===== config.mk =====
export PLATFORM = sky130hd
export DESIGN_NAME = twiddle_addr_gen
export DESIGN_NICKNAME = d
export VERILOG_FILES = /design/src/rtl/twiddle_addr_gen.sv
export SDC_FILE = /design/constraint.sdc
export NUM_CORES = 1
export LEC_CHECK = 0
export BUFFER_PORTS_ARGS = -buffer_cell sky130_fd_sc_hd__buf_2
export CORE_MARGIN = 2
export CORE_UTILIZATION = 58
export CTS_BUF_LIST = sky130_fd_sc_hd__clkbuf_8
export DETAILED_ROUTE_END_ITERATION = 6
export PLACE_DENSITY = 0.79
export SETUP_SLACK_MARGIN = 0.2
export SYNTH_ARGS = -nofsm -noshare
export SYNTH_HDL_FRONTEND = slang
export SYNTH_SLANG_ARGS = --single-unit

===== constraint.sdc =====
create_clock -name i_clk -period 9.7 [get_ports i_clk]
set_input_delay 0.485 -clock i_clk [delete_from_list [all_inputs] [get_ports i_clk]]
set_output_delay 0.485 -clock i_clk [all_outputs]
set_load 0.02 [all_outputs]

===== src/rtl/twiddle_addr_gen.sv =====
// Twiddle/butterfly address generator for one radix-2 stage of a 256-point FFT.
// Walks butterflies b = 0..127, emitting the data-memory index pair and the
// twiddle index k. o_rom_addr is combinational and looks one item ahead, so the
// 1-cycle ROM output always lines up with the registered index pair.
module twiddle_addr_gen (
  input  logic       i_clk,
  input  logic       i_rst,
  input  logic       i_start,
  input  logic [3:0] i_stage,
  input  logic       i_ready,
  output logic [6:0] o_rom_addr,
  output logic [7:0] o_idx_a,
  output logic [7:0] o_idx_b,
  output logic       o_valid,
  output logic       o_busy,
  output logic       o_done,
  output logic       o_err
);

  typedef enum logic [1:0] {StIdle, StPrime, StRun, StDone} state_e;

  state_e     state_q, state_d;
  logic [6:0] b_q, b_d;
  logic [3:0] stage_q, stage_d;
  logic [7:0] idx_a_q, idx_a_d;
  logic [7:0] idx_b_q, idx_b_d;
  logic       valid_q, valid_d;
  logic       done_q, done_d;
  logic       err_q, err_d;

  logic       xfer;
  logic       last;
  logic [6:0] b_inc;

  // h = 2^(s-1), the distance between the two legs of a butterfly
  function automatic logic [7:0] half_span(input logic [3:0] s);
    return 8'd1 << (s - 4'd1);
  endfunction

  // k = (b mod h) << (8-s)
  function automatic logic [6:0] calc_k(input logic [6:0] b, input logic [3:0] s);
    logic [6:0] j;
    j = b & 7'(half_span(s) - 8'd1);
    return j << (4'd8 - s);
  endfunction

  // idx_a = (b / h) * 2h + (b mod h)
  function automatic logic [7:0] calc_a(input logic [6:0] b, input logic [3:0] s);
    logic [7:0] b8;
    logic [7:0] j;
    logic [7:0] g2;
    b8 = {1'b0, b};
    j  = b8 & (half_span(s) - 8'd1);
    g2 = (b8 >> (s - 4'd1)) << s;
    return g2 + j;
  endfunction

  assign xfer  = valid_q && i_ready;
  assign last  = (b_q == 7'd127);
  assign b_inc = b_q + 7'd1;

  // Next-state and registered-output computation
  always_comb begin
    state_d = state_q;
    b_d     = b_q;
    stage_d = stage_q;
    idx_a_d = idx_a_q;
    idx_b_d = idx_b_q;
    valid_d = valid_q;
    done_d  = 1'b0;
    err_d   = 1'b0;
    unique case (state_q)
      StIdle: begin
        valid_d = 1'b0;
        if (i_start) begin
          if ((i_stage != 4'd0) && (i_stage <= 4'd8)) begin
            stage_d = i_stage;
            b_d     = 7'd0;
            state_d = StPrime;
          end else begin
            err_d = 1'b1;
          end
        end
      end
      StPrime: begin
        state_d = StRun;
        valid_d = 1'b1;
        idx_a_d = calc_a(7'd0, stage_q);
        idx_b_d = calc_a(7'd0, stage_q) + half_span(stage_q);
      end
      StRun: begin
        if (xfer) begin
          if (last) begin
            state_d = StDone;
            valid_d = 1'b0;
            done_d  = 1'b1;
          end else begin
            b_d     = b_inc;
            idx_a_d = calc_a(b_inc, stage_q);
            idx_b_d = calc_a(b_inc, stage_q) + half_span(stage_q);
          end
        end
      end
      StDone: begin
        state_d = StIdle;
      end
      default: begin
        state_d = StIdle;
        valid_d = 1'b0;
      end
    endcase
  end

  // State and output registers, asynchronously cleared
  always_ff @(posedge i_clk or posedge i_rst) begin
    if (i_rst) begin
      state_q <= StIdle;
      b_q     <= 7'd0;
      stage_q <= 4'd0;
      idx_a_q <= 8'd0;
      idx_b_q <= 8'd0;
      valid_q <= 1'b0;
      done_q  <= 1'b0;
      err_q   <= 1'b0;
    end else begin
      state_q <= state_d;
      b_q     <= b_d;
      stage_q <= stage_d;
      idx_a_q <= idx_a_d;
      idx_b_q <= idx_b_d;
      valid_q <= valid_d;
      done_q  <= done_d;
      err_q   <= err_d;
    end
  end

  // ROM address looks ahead to the item that will be registered next edge
  always_comb begin
    o_rom_addr = 7'd0;
    unique case (state_q)
      StPrime: o_rom_addr = calc_k(7'd0, stage_q);
      StRun:   o_rom_addr = (xfer && !last) ? calc_k(b_inc, stage_q) : calc_k(b_q, stage_q);
      default: o_rom_addr = 7'd0;
    endcase
  end

  assign o_idx_a = idx_a_q;
  assign o_idx_b = idx_b_q;
  assign o_valid = valid_q;
  assign o_busy  = (state_q != StIdle);
  assign o_done  = done_q;
  assign o_err   = err_q;

endmodule


# Word-level counts from Yosys, hierarchy flattened
# Index checks and enable logic that the tools add are counted.
word_totals:
  regBits: 32
  output_inout_bits: 27
  wordCells: 78
op_classes:
  n_addsub: 7
  n_lt_le_gt_ge: 1
  eq_ne: 9
  shift: 8
  muxes: 27
  n_bitwise: 3
  n_reduce_logical: 15
op_table:
  columns: ["cell", "count"]
  rows:
  - ["7-bit 2-to-1 mux", 5]
  - ["8-bit 2-to-1 mux", 4]
  - ["8-bit one-hot mux with 2 select lines", 2]
  - ["7-bit one-hot mux with 2 select lines", 2]
  - ["8-bit adder", 3]
  - ["8-bit by 4-bit << shifter with 8-bit output", 2]
  - ["7-bit bitwise AND", 2]
  - ["7-bit by 4-bit << shifter with 7-bit output", 2]
  - ["2-bit != test, second input constant", 5]
  - ["3-bit AND reduction", 3]
  - ["7-bit by 8-bit bitwise AND with 8-bit output", 1]
  - ["1-bit 2-to-1 mux", 8]
  - ["2-bit 2-to-1 mux", 4]
  - ["2-bit one-hot mux with 4 select lines", 1]
  - ["1-bit by 4-bit << shifter with 8-bit output, first input constant", 1]
  - ["1-bit by 4-bit >> shifter with 8-bit output, first input constant", 1]
  - ["7-bit by 4-bit >> shifter with 8-bit output", 1]
  - ["8-bit by 1-bit subtractor with 8-bit output, second input constant", 1]
  - ["7-bit by 1-bit adder with 7-bit output, second input constant", 1]
  - ["7-bit == test, second input constant", 1]
  - ["1-bit by 4-bit << shifter with 7-bit output, first input constant", 1]
  - ["2-bit nonzero test", 3]
  - ["5-bit AND reduction", 1]
  - ["2-bit == test, second input constant", 2]
  - ["other kinds (11)", 13]

# Longest topological paths before layout
logic_depth:
  depth_word: 9
  ltp_mapped: 27

# Worst setup path before layout
# Ideal clock, no wire load.
synth_path:
  kind: "register to register"
  start: "reg stage_q[1]"
  end: "reg idx_b_q[7], in the netlist o_idx_b[7]"
  arrival_ps: 5620
  required_ps: 9566
  setup_slack_ps: 3946
  stages_incl_launch_ff: 26
  n_path_buf: 2
  path_cell_list: "dfrtp_1 > buf_4 > clkinv_1 > ha_1 > or2_1 > o21a_1 > o22ai_1 > buf_2 > nand2_1 > ha_1 > or3_1 > a21oi_1 > ha_1 > nor2b_1 > o21ai_0 > nor2b_1 > xnor2_1 > nor2_1 > ha_1 > o21a_1 > a2111oi_0 > a2bb2oi_1 > nor3_1 > and4bb_2 > a2111oi_1 > nand2_1"
synth_between:
  elab_chain_cells: 9
synth_lines:
  columns: ["element", "line", "rtl"]
  rows:
  - ["from (decl)", "24", "logic [3:0] stage_q, stage_d;"]
  - ["from (signal assigned)", "128", "stage_q <= stage_d;"]
  - ["4-bit by 1-bit subtractor with 4-bit output", "37, 54", null]
  - ["1-bit by 4-bit << shifter with 8-bit output", null, null]
  - ["8-bit by 1-bit subtractor with 8-bit output", null, null]
  - ["7-bit by 8-bit bitwise AND with 8-bit output", "53", "j = b8 & (half_span(s) - 8'd1);"]
  - ["8-bit adder", "55", "return g2 + j;"]
  - ["8-bit adder", "100", "idx_b_d = calc_a(b_inc, stage_q) + half_span(stage_q);"]
  - ["8-bit 2-to-1 mux", "93", "if (last) begin"]
  - ["8-bit 2-to-1 mux", "92", "if (xfer) begin"]
  - ["8-bit one-hot mux with 2 select lines *", "72", "unique case (state_q)"]
  - ["to (signal assigned)", "130", "idx_b_q <= idx_b_d;"]
  - ["to (decl)", "26", "logic [7:0] idx_b_q, idx_b_d;"]
# Every way passes the cells marked *; elsewhere a longest branch is shown, timed or not. The select of a mux whose other input is x is not followed.
# A chain may end at the register's enable or synchronous reset.

# Final worst setup path
layout_path:
  start: "reg stage_q[0]"
  end: "reg idx_b_q[7], in the netlist o_idx_b[7]"
# The elaborated chain is that of the path after synthesis.

==> out/results.txt <==
crit path cell chain -> inv_1, ha_1, or2_1, o21a_1, o22ai_1, nand2_1, ha_1, or3_1, a21oi_1, ha_1, nor2b_1, o21ai_0, nor2b_1, xnor2_1, nor2_1, ha_1, o21a_1, a2111oi_0, a2bb2oi_1, nor3_1, and4bb_2, a2111oi_1, nand2_1
slowest stage delay, CP -> 860 ps
clock root buffer -> clkbuf_8
FMAX -> 132.8 MHz
final slew viol count -> 0
WS Path Type -> flip-flop to flip-flop
R2R Setup Slk -> 2170 ps
drt first pass iters -> 5
Filler cells -> 495
final hold violation count -> 0
Mean Syn Cell Area -> 7.851 µm²
initial antenna violation count -> 0
Critical Path Start Type -> flip-flop
post-cts resize count -> 0
Mapped Nets -> 453
Area after DPL -> 0.003457 mm²
Worst Path Required -> 9860 ps
Worst-Margin Slew -> 1001 ps
n_diodes -> 0
Cell Area, Synth -> 0.003282 mm²
maximum number of pins on one net before global-route repair -> 33
Worst setup endpoint -> o_idx_b[7]
max-cap violations -> 0
LEAKAGE -> 1.680 nW
CP Capture Type -> flip-flop
Core Region -> 0.005473 mm²
Synth Instances -> 418
Synth Warn # -> 0
CTS Hold Bufs -> 0
power density over the cells -> 72.00 mW/mm²
starting density of the core -> 0.5997
gp weighted congestion -> 0.9732
CTS tree -> done
# setup viols final -> 0
multi-input logic area -> 0.002265 mm²
Most common cell on crit path -> ha_1
met2 WL -> 4153 µm
HPWL after DPL -> 6549 µm
Max IR drop VDD -> 49.42 µV
Die Y -> 79.22 µm
EDFF count, synth -> 0
critical register-to-register path endpoint -> o_idx_b[7]
fin util -> 0.6493
GRT Total Usage -> 0.2852
register area -> 800.8 µm²
via count -> 3132
Seq/Total Area, Yosys -> 0.2440
final WL -> 8489 µm
CTS Sinks -> 32
Via density -> 6.117
WL per Instance -> 16.58 µm
RSZ-0062 raised after global routing -> no
CP max FO -> 25
Slowest-stage cell, CP -> dfrtp_1
DRC errors left -> 0
Die X -> 79.22 µm
M1 WL -> 3776 µm
number of global-route vias before repair -> 2977
clock tree buffer depth -> 2
R2R depth -> 23
status -> finished clean
met3 wire length -> 397 µm
Max-slew headroom -> 0.3327
die area -> 0.006276 mm²
number of top-level pins -> 35
Port-buffer cells -> 34
clk_skew -> 4.910 ps
Data arrival, critical path -> 7700 ps
Setup TNS -> 0 ps
Tcrit/Tclk final -> 0.7766
dominant synthesized flop cell -> dfrtp_1
Post-CTS Setup Repair Bufs -> 0
worst hold path type -> input port to asynchronous set/reset pin
reg2reg start -> stage_q[0]
Worst-Skew Late Latency -> 290 ps
Period minus WS final -> 7533 ps
Final nets -> 475
Layout Area Growth over Synthesis -> 8.273%
GRT overflow -> 0
most frequent cells in the layout -> 47 x nand2_1, 40 x nor2_1, 37 x o21ai_0, 34 x buf_2, 32 x dfrtp_1
top sig layer -> met4
Finished Cell Area -> 0.003553 mm²
Reg clk slew, reported paths -> 70 ps
# H-tree levels -> 2
Synth cell types -> 66
# rows -> 27
Critical path origin -> stage_q[0]
DRT antenna net count -> 0
post-synthesis register bit count -> 32
first-pass GRT wire length -> 13970 µm
fraction of layout cells with a size suffix above 1 -> 0.1636
DRT iter0 DRCs -> 255
commonest non-fill, non-tap cell in the layout -> nand2_1
CTS Buf Count -> 5
asr flop ratio synth -> 1.000
==> power by group <==
part,total (W),leakage (nW),switching [W],internal (W)
Clock,0.000115,0.0503,0.0000520,0.0000632
Sequential,0.000133,0.421,0,0.000133
Combinational,0.00000718,1.21,0.00000482,0.00000236
==> critical path, delay by kind of cell, from the launching register on <==
family          cells  cell delay (ps)
compound gates      8             2790
simple gates        9             1840
fa+ha+maj           4             1360
flops               1              860
buf+inv             1              420
xor+xnor            1              140
==> synth_stat cells (4+ instances only) <==
cell type	instances	share of area
nor2_1	40	0.046
mux2_2	11	0.038
dfrtp_1	32	0.24
a221oi_1	4	0.011
nand3_1	4	0.0061
nand2_1	47	0.054
and2_1	4	0.0076
xor2_1	9	0.024
or3_1	5	0.0095
nor4_1	5	0.0095
a21oi_1	25	0.038
a22oi_1	4	0.0092
xnor2_1	17	0.045
buf_2	7	0.011
ha_1	25	0.095
inv_1	28	0.032
nor3_1	15	0.023
o21ai_0	37	0.056
o22ai_1	4	0.0076
a31oi_1	4	0.0076
clkbuf_1	8	0.0092
nor2b_1	7	0.013
nand2b_1	5	0.0095
o31ai_1	4	0.0092
mux2i_1	5	0.015
==> cells by family after synthesis <==
logic type,count (synthesis),synth area share
simple gates,147,0.2120
mux,18,0.06443
fa+ha+maj,27,0.1075
compound gates,115,0.2356
xor+xnor,26,0.06939
other cells,1,0.001143
flops,32,0.2440
buf+inv,52,0.06595
==> layer usage <==
| layer | vias up | global-route usage |
|---|---|---|
| met1 | 1489 | 0.3651 |
| met3 | 15 | 0.04659 |
| met5 | - | 0 |
| met2 | 99 | 0.4915 |
| li1 | 1529 | - |
| met4 | 0 | 0.08793 |
==> sequential cells by signal, summed over array words and instances (netlist names) <==
register / flops
o_idx_a: 8
o_idx_b: 8
b_q: 7
stage_q: 4
state_q: 2
o_done: 1
o_err: 1
o_valid: 1
==> worst min-delay path by stage <==
stage | cells past startpoint | end | startpoint | slack, ps
2_1_floorplan | 2 | b_q[1] | b_q[1] | 510
6_report | 3 | o_idx_b[1] | i_rst | 290
3_3_place_gp | 2 | o_idx_b[3] | o_idx_b[3] | 460
5_1_grt | 3 | o_idx_b[2] | i_rst | 330
3_5_place_dp | 2 | o_idx_b[6] | o_idx_b[6] | 460
4_1_cts | 3 | o_idx_b[3] | i_rst | 300
==> metrics by stage <==
stage               setup slack (ps)  total power, W  instances  hold slack (ps)
floorplan                       3946       0.0001399        418            513.1
global placement                2462       0.0001429        505            455.8
detailed placement              2336       0.0001432        505            464.9
CTS                             2282       0.0002579        512            297.9
global route                    1505       0.0002630        512            325.2
finish                          2167       0.0002558        512            289.6
==> final cells by class <==
class,count,share of cell area
Multi-Input combinational cell,334,0.6373
Sequential cell,32,0.2254
Timing Repair Buffer,36,0.05211
Inverter,31,0.03275
Clock buffer,7,0.02711
Tap cell,72,0.02535
Power figures use the tool's default switching activity.
